<file path="config.mk">
export PLATFORM = sky130hd
export DESIGN_NAME = dm_system_bus_access
export DESIGN_NICKNAME = d
export VERILOG_FILES = /design/src/rtl/dm_system_bus_access.sv
export SDC_FILE = /design/constraint.sdc
export NUM_CORES = 1
export LEC_CHECK = 0
export BUFFER_PORTS_ARGS = -buffer_cell sky130_fd_sc_hd__buf_2
export CAP_MARGIN = 40
export CELL_PAD_IN_SITES_DETAIL_PLACEMENT = 0
export CELL_PAD_IN_SITES_GLOBAL_PLACEMENT = 1
export CORE_UTILIZATION = 26
export DETAILED_ROUTE_END_ITERATION = 12
export PLACE_DENSITY_LB_ADDON = 0.3
export SYNTH_ARGS = -nofsm -noshare
export SYNTH_HDL_FRONTEND = slang
export SYNTH_SLANG_ARGS = --single-unit
</file>
<file path="constraint.sdc">
create_clock -name clk_i -period 5.7 [get_ports clk_i]
set_input_delay 1.14 -clock clk_i [delete_from_list [all_inputs] [get_ports clk_i]]
set_output_delay 1.14 -clock clk_i [all_outputs]
set_load 0.01 [all_outputs]
</file>
<file path="src/rtl/dm_system_bus_access.sv">
// ---------------------------------------------------------------------------
// dm_system_bus_access
// System Bus Access engine of the RISC-V debug module. Turns debugger
// sbaddress/sbdata register events into single-beat transactions on a
// req/gnt/r_valid bus master port and returns read data, the next
// (optionally auto-incremented) sbaddress, busy status and error codes
// to the DM CSR block.
//
// Optional feature macro: DM_SBA_ALIGN_CHECK_EN
//   defined   - starts whose address is not naturally aligned to the access
//               size are rejected with sberror = 3 (the size error, code 4,
//               wins when both apply).
//   undefined - misaligned accesses go out as-is on the byte lanes the
//               address selects.
// ---------------------------------------------------------------------------
module dm_system_bus_access #(
  parameter int unsigned BusWidth = 32
) (
  input  logic                  clk_i,
  input  logic                  rst_ni,
  input  logic                  dmactive_i,
  // bus master port
  output logic                  master_req_o,
  output logic                  master_we_o,
  output logic [BusWidth-1:0]   master_add_o,
  output logic [BusWidth-1:0]   master_wdata_o,
  output logic [BusWidth/8-1:0] master_be_o,
  input  logic                  master_gnt_i,
  input  logic                  master_r_valid_i,
  input  logic [BusWidth-1:0]   master_r_rdata_i,
  // debug CSR side
  input  logic [BusWidth-1:0]   sbaddress_i,
  output logic [BusWidth-1:0]   sbaddress_o,
  input  logic                  sbaddress_write_valid_i,
  input  logic                  sbreadonaddr_i,
  input  logic                  sbautoincrement_i,
  input  logic [2:0]            sbaccess_i,
  input  logic                  sbreadondata_i,
  input  logic [BusWidth-1:0]   sbdata_i,
  input  logic                  sbdata_read_valid_i,
  input  logic                  sbdata_write_valid_i,
  output logic [BusWidth-1:0]   sbdata_o,
  output logic                  sbdata_valid_o,
  output logic                  sbbusy_o,
  output logic                  sberror_valid_o,
  output logic [2:0]            sberror_o
);

  localparam int unsigned NumBytes = BusWidth / 8;
  localparam int unsigned AddrLsb  = $clog2(NumBytes);

  // Only 32- and 64-bit bus ports are supported.
  if (BusWidth != 32 && BusWidth != 64) begin : g_bad_bus_width
    $error("dm_system_bus_access: BusWidth must be 32 or 64");
  end

  typedef enum logic [2:0] {
    Idle,
    Read,
    Write,
    WaitRead,
    WaitWrite
  } state_e;

  state_e             state;
  logic               start_read;
  logic               start_write;
  logic               start_any;
  logic               size_err;
  logic               align_err;
  logic               issue;
  logic               complete;
  logic [AddrLsb-1:0] offset;

  assign offset   = sbaddress_i[AddrLsb-1:0];
  assign sbbusy_o = (state != Idle);

  // Decode start events in Idle; sbaddress writes with readonaddr win.
  always_comb begin
    // NOTE: every signal gets a default first so no path leaves it unassigned
    // and no latch is inferred.
    start_read  = 1'b0;
    start_write = 1'b0;
    if (state == Idle && dmactive_i) begin
      if (sbaddress_write_valid_i && sbreadonaddr_i) begin
        start_read = 1'b1;
      end else if (sbdata_write_valid_i) begin
        start_write = 1'b1;
      end else if (sbdata_read_valid_i && sbreadondata_i) begin
        start_read = 1'b1;
      end
    end
  end

  assign start_any = start_read | start_write;
  assign size_err  = (sbaccess_i > 3'(AddrLsb));

`ifdef DM_SBA_ALIGN_CHECK_EN
  // Low address bits below the access size must be zero; only evaluated
  // meaningfully when the size itself is legal (sbaccess <= 3).
  logic [3:0] align_mask;
  assign align_mask = (4'd1 << sbaccess_i) - 4'd1;
  assign align_err  = |(sbaddress_i[2:0] & align_mask[2:0]);
`else
  assign align_err  = 1'b0;
`endif

  // Errors are reported combinationally in the start cycle and block the request.
  always_comb begin
    sberror_valid_o = 1'b0;
    sberror_o       = 3'd0;
    if (start_any && size_err) begin
      sberror_valid_o = 1'b1;
      sberror_o       = 3'd4;
    end else if (start_any && align_err) begin
      sberror_valid_o = 1'b1;
      sberror_o       = 3'd3;
    end
  end

  assign issue = start_any & ~size_err & ~align_err;

  // Main FSM; bus request and write enable are registered with the state.
  always_ff @(posedge clk_i or negedge rst_ni) begin
    // NOTE: sequential state uses non-blocking assignments only, so every
    // flop samples the pre-edge values regardless of statement order.
    if (!rst_ni) begin
      state        <= Idle;
      master_req_o <= 1'b0;
      master_we_o  <= 1'b0;
    end else if (!dmactive_i) begin
      state        <= Idle;
      master_req_o <= 1'b0;
      master_we_o  <= 1'b0;
    end else begin
      unique case (state)
        Idle: begin
          if (issue) begin
            state        <= start_read ? Read : Write;
            master_req_o <= 1'b1;
            master_we_o  <= start_write;
          end
        end
        Read: begin
          if (master_gnt_i) begin
            state        <= WaitRead;
            master_req_o <= 1'b0;
          end
        end
        Write: begin
          if (master_gnt_i) begin
            state        <= WaitWrite;
            master_req_o <= 1'b0;
            master_we_o  <= 1'b0;
          end
        end
        WaitRead, WaitWrite: begin
          if (master_r_valid_i) begin
            state <= Idle;
          end
        end
        default: begin
          state        <= Idle;
          master_req_o <= 1'b0;
          master_we_o  <= 1'b0;
        end
      endcase
    end
  end

  // A response only counts while waiting for it and while the DM is active.
  assign complete = dmactive_i & master_r_valid_i &
                    ((state == WaitRead) | (state == WaitWrite));

  assign master_add_o   = sbaddress_i;
  assign master_wdata_o = sbdata_i << {offset, 3'b000};

  // Byte enables: (1 << sbaccess) lanes starting at the address offset,
  // clipped at the top of the bus word.
  always_comb begin
    master_be_o = '0;
    for (int i = 0; i < int'(NumBytes); i++) begin
      if (i >= int'(offset) && i < int'(offset) + (1 << sbaccess_i)) begin
        master_be_o[i] = 1'b1;
      end
    end
  end

  // Read data returned right-aligned in the response cycle.
  always_comb begin
    sbdata_valid_o = complete && (state == WaitRead);
    sbdata_o       = '0;
    if (sbdata_valid_o) begin
      sbdata_o = master_r_rdata_i >> {offset, 3'b000};
    end
  end

  // Next sbaddress: bumped by the access size only in the completing cycle.
  always_comb begin
    sbaddress_o = sbaddress_i;
    if (complete && sbautoincrement_i) begin
      sbaddress_o = sbaddress_i + (BusWidth'(1) << sbaccess_i);
    end
  end

endmodule

</file>
Word level (Yosys, flattened, before mapping)
Index checks and enable logic that the tools add are counted.
Widths: inputs -> output; s select.
{ "op_classes": {"n_eq_ne": 11, "reduce_logical": 17, "magnitude_cmp": 8, "n_mux": 29, "n_shift": 3, "n_bitwise": 6, "add_sub_neg": 2} }
{ "ops": {"columns": ["op", "n"], "rows": [
  ["$lt 3x32->1 const A", 2],
  ["$mux 32", 2],
  ["$add 3x32->32", 1],
  ["$add 32x32->32", 1],
  ["$lt 1x32->1 const A", 1],
  ["$lt 2x32->1 const A", 1],
  ["$shl 1x3->32 const A", 1],
  ["$shl 32x5->32", 1],
  ["$shr 32x5->32", 1],
  ["$mux 3", 6],
  ["$mux 1", 17],
  ["$ne 3x3->1 const B", 4],
  ["$pmux 3 s4", 1],
  ["$logic_and 1x1->1", 9],
  ["$eq 3x2->1 const B", 2],
  ["$pmux 1 s3", 2],
  ["$reduce_and 3->1", 2],
  ["$ge 1x2->1 const A", 2],
  ["$ne 2x2->1 const B", 2],
  ["$reduce_and 4->1", 1],
  ["$reduce_or 2->1", 2],
  ["$and 1x1->1", 3],
  ["$eq 3x1->1 const B", 1],
  ["$eq 3x3->1 const B", 1],
  ["9 further kinds", 10]
]} }
{ "totals": {"output_inout_bits": 140, "reg_bits": 5, "elab_cells": 79} }

Logic depth before layout (Yosys ltp)
{ "logic_depth": {"word_depth": 10, "ltp_mapped": 11} }

Worst setup path before layout
Ideal clock, no wire load.
{ "synth_path": {"path_type": "input -> output", "startpoint": "in sbaccess_i[2]", "endpoint": "out sbaddress_o[26]", "path_buffers": 2, "setup_slack_ps": 1220, "t_arrival_ps": 3340, "stages": 11, "cell_sequence": "clkbuf_1 -> nor3_1 -> ha_1 -> inv_1 -> fa_1 -> nand2b_1 -> a21oi_1 -> a21oi_1 -> buf_2 -> nor4_1 -> xor2_1"} }
{ "synth_via": {"elab_chain_cells": 3} }
{ "synth_lines": {"columns": ["item", "line", "rtl"], "rows": [
  ["start: declaration", "37", "input logic [2:0] sbaccess_i,"],
  ["$shl 1x3->32", "202", "sbaddress_o = sbaddress_i + (BusWidth'(1) << sbaccess_i);"],
  ["$add 32x32->32", "202", null],
  ["$mux 32", "201", "if (complete && sbautoincrement_i) begin"],
  ["end: declaration", "33", "output logic [BusWidth-1:0] sbaddress_o,"]
]} }
Every way passes these cells.

Worst setup path after layout
{ "layout_path": {"startpoint": "in sbaccess_i[0]", "endpoint": "out sbaddress_o[16]"} }
Same word-level chain as after synthesis.

==> flow_summary.yaml <==
cts:
  clk_pin_slew_worst_paths_ns: 0.04
  numClockSinks: 5
  cts-resized-gates: 0
  cts_tree: "built"
  clk-insertion-delay-late_ns: 0.22
  h-tree-depth: 1
  cts-root-buf: "clkbuf_8"
  cts_buffer_depth: 2
  cts-buffers-inserted: 3
  cts_setup_buffers: 0
  cts_hold_buf: 0
route:
  dr.pass1.iters: 4
  via_count: 3599
  viasPerCell: 4.74
  routed_wl_um: 10400
  ant_nets: 0
  routedWlPerCell_um: 13.7
  drc: 0
  drt-initial-drc-count: 210
logic_synthesis:
  synthCells: 427
  ys.flop_type: "dfrtp_1"
  ys_ff_latch: 5
  ys_warn_count: 0
  netlist_area_mm2: 0.00281
  syn_avg_cell_area_um2: 6.59
  ys_async_sr_fraction_pct: 100
  synth_edf_count: 0
  synth_top_cell_by_area: "mux2i_1"
  synthTopCellsByArea: "mux2i_1 (11%), buf_4 (9.3%), xor2_1 (8.1%)"
  yosysTopAreaCellShare_pct: 11.4
  yosysSeqAreaShare_pct: 4.45
  ys_types: 46
place:
  dp_slack_ns: 0.966
  place_hpwl_um: 8600
  routabilityCongestion: 0.814
  io_buffer_count: 247
sta:
  slew_headroom_pct: 41.3
  fin_ws_ns: 0.957
  clock_skew_ns: 0.000953
  worst_pin_slew_ns: 0.881
  final-hold-violation-count: 0
  drv_slew: 0
  fin_crit_sh_pct: 83.2
  rsz0062_at_grt: "false"
  max_freq_mhz: 211
  period_minus_slack_ns: 4.74
  holdWs_ns: 0.560
  setup_viol: 0
  setup-tns-final_ns: 0
global_routing:
  gr-total-overflow: 0
  grt_pass1_wl_um: 16300
  gr-usage-all-layers_pct: 17.4
  antenna_found_initial: 1
  grt_pass1_vias: 3297
  grt_start_max_net_pins: 72
status:
  status: "completed"
critical_path:
  cp.required_ns: 4.56
  r2r-end: "master_req_o"
  startpoint_type: "input port"
  arrival_ns: 3.60
  ff2ff_path_depth: 5
  path_max_fanout: 12
  endpoint_kind: "output pin"
  cpLargestDelayFamily: "simple AND/OR/NAND/NOR gates"
  slowest_delay_ns: 0.42
  crit_slowest_cell: "fa_1"
  r2r_start: "state[0]"
  setup.worst_path.class: "input port to output pin"
  crit_chain: "buf_2, nor3_1, ha_1, inv_1, fa_1, nand2b_1, a21oi_1, a21oi_1, buf_4, nor4b_1, xor2_1, buf_2"
  r2r_setup_slack_ns: 4.37
  worst-path-buf-inv: 4
worst_hold_path:
  hold_class: "register to register"
  hold_depth: 1
  min_to: "master_req_o"
  hp-start: "master_req_o"
cells_and_area:
  nNetsFinal: 743
  final_cell_mix: "buf_2 (247), nor2_1 (52), nand2_1 (38), mux2i_1 (32), a21oi_1 (28)"
  final_common_cell: "buf_2"
  final_util_pct: 37.8
  drive_above_1_share_pct: 42.4
  fill_cells: 1174
  area_growth_pct: 40.0
  antenna_cells: 0
pwr:
  power.internal_mw: 0.206
  seq_power_share_pct: 13.0
  swShare_pct: 46.7
  total_power_mw: 0.386
  p_sw_mw: 0.180
  combPwrFrac_pct: 69.9
  p_leak_nw: 2.13
  power_frac_clock_pct: 17.2
  power_density_mw_per_mm2: 98.0
  ir_drop_v: 0.0000989
die:
  coreArea_mm2: 0.0104
  rows: 37
  dieArea_mm2: 0.0112
  initial_core_util_pct: 27.0
  pin_count: 250
  die_w_um: 106
  dieHeight_um: 106
flow_run:
  drv_cap: 0
stage by stage:
stage | cell area [um^2] | cells
2_1_floorplan | 2820 | 428
3_3_place_gp | 3870 | 753
3_5_place_dp | 3890 | 755
4_1_cts | 3940 | 759
5_1_grt | 3940 | 759
6_report | 3940 | 759
power groups by stage:
stage	Sequential (mW)	Combinational, mW	Clock (mW)
final	0.0500	0.270	0.0663
after global routing	0.0511	0.299	0.0688
after CTS	0.0496	0.272	0.0669
after detailed placement	0.0500	0.271	0
after global placement	0.0499	0.267	0
after floorplan	0.0455	0.169	0
routing by layer:
| metal | track usage (%) | up-vias | part of all wire (%) |
|---|---|---|---|
| met1 | 22.3 | 1615 | 44 |
| met3 | 2.70 | 8 | 5.4 |
| met5 | 0 | - | 0.13 |
| met4 | 1.59 | 2 | 0.59 |
| li1 | - | 1858 | - |
| met2 | 31.6 | 116 | 50 |
cells by family (layout without fill, tap and decap cells):
| logic type | count (synthesis) | in the layout | synth area share, % |
|---|---|---|---|
| compound gates | 93 | 93 | 21.3 |
| fa+ha+maj | 9 | 9 | 4.27 |
| mux | 32 | 32 | 11.4 |
| other cells | 1 | 2 | 0.133 |
| buf+inv | 74 | 269 | 15.3 |
| simple gates | 183 | 183 | 33.8 |
| xor+xnor | 30 | 30 | 9.34 |
| flops | 5 | 5 | 4.45 |
worst register-to-register path, stage by stage (launching register included):
cell     delay [ns]
dfrtp_1        0.50
nor2b_1        0.21
nor3b_1        0.06
o21ai_0        0.13
o21ai_0        0.11
a32o_1         0.20
sequential cells by signal, indices dropped and copies added, names as in the netlist:
name	cells
master_req_o	1
master_we_o	1
state	3
worst max path at each step:
stage | startpoint | endpoint | slack, ns | cells after the start
6_report | sbaccess_i[0] | sbaddress_o[16] | 0.96 | 12
5_1_grt | sbaccess_i[0] | sbaddress_o[16] | 0.73 | 12
4_1_cts | sbaccess_i[0] | sbaddress_o[16] | 0.94 | 12
3_5_place_dp | sbaccess_i[0] | sbaddress_o[16] | 0.97 | 12
3_3_place_gp | sbaccess_i[0] | sbaddress_o[16] | 0.89 | 11
2_1_floorplan | sbaccess_i[2] | sbaddress_o[26] | 1.22 | 11
final cells by class:
type / instances / area (um^2) / share of cell area (%)
inverter: 12 / 45.0 / 1.14
clock buffer: 4 / 45.0 / 1.14
sequential: 5 / 125 / 3.18
tap: 136 / 170 / 4.32
timing repair buffer: 253 / 1290 / 32.8
multi-input combinational: 349 / 2260 / 57.4
synth_stat cells (4+ instances only):
library cell   n
nand2b_1       6
nand4_1        4
nand2_1       38
buf_2         12
and4_1         4
nand3_1        9
a211oi_1      26
nor4_1        12
inv_1         12
dfrtp_1        5
o21ai_0       22
mux2i_1       32
nor3_1         8
buf_4         35
nor2_1        52
ha_1           8
xnor2_1        4
and2_1        18
nor2b_1       19
a21oi_1       28
clkbuf_1      14
xor2_1        26
No activity file was read; power rests on OpenSTA's default activity.
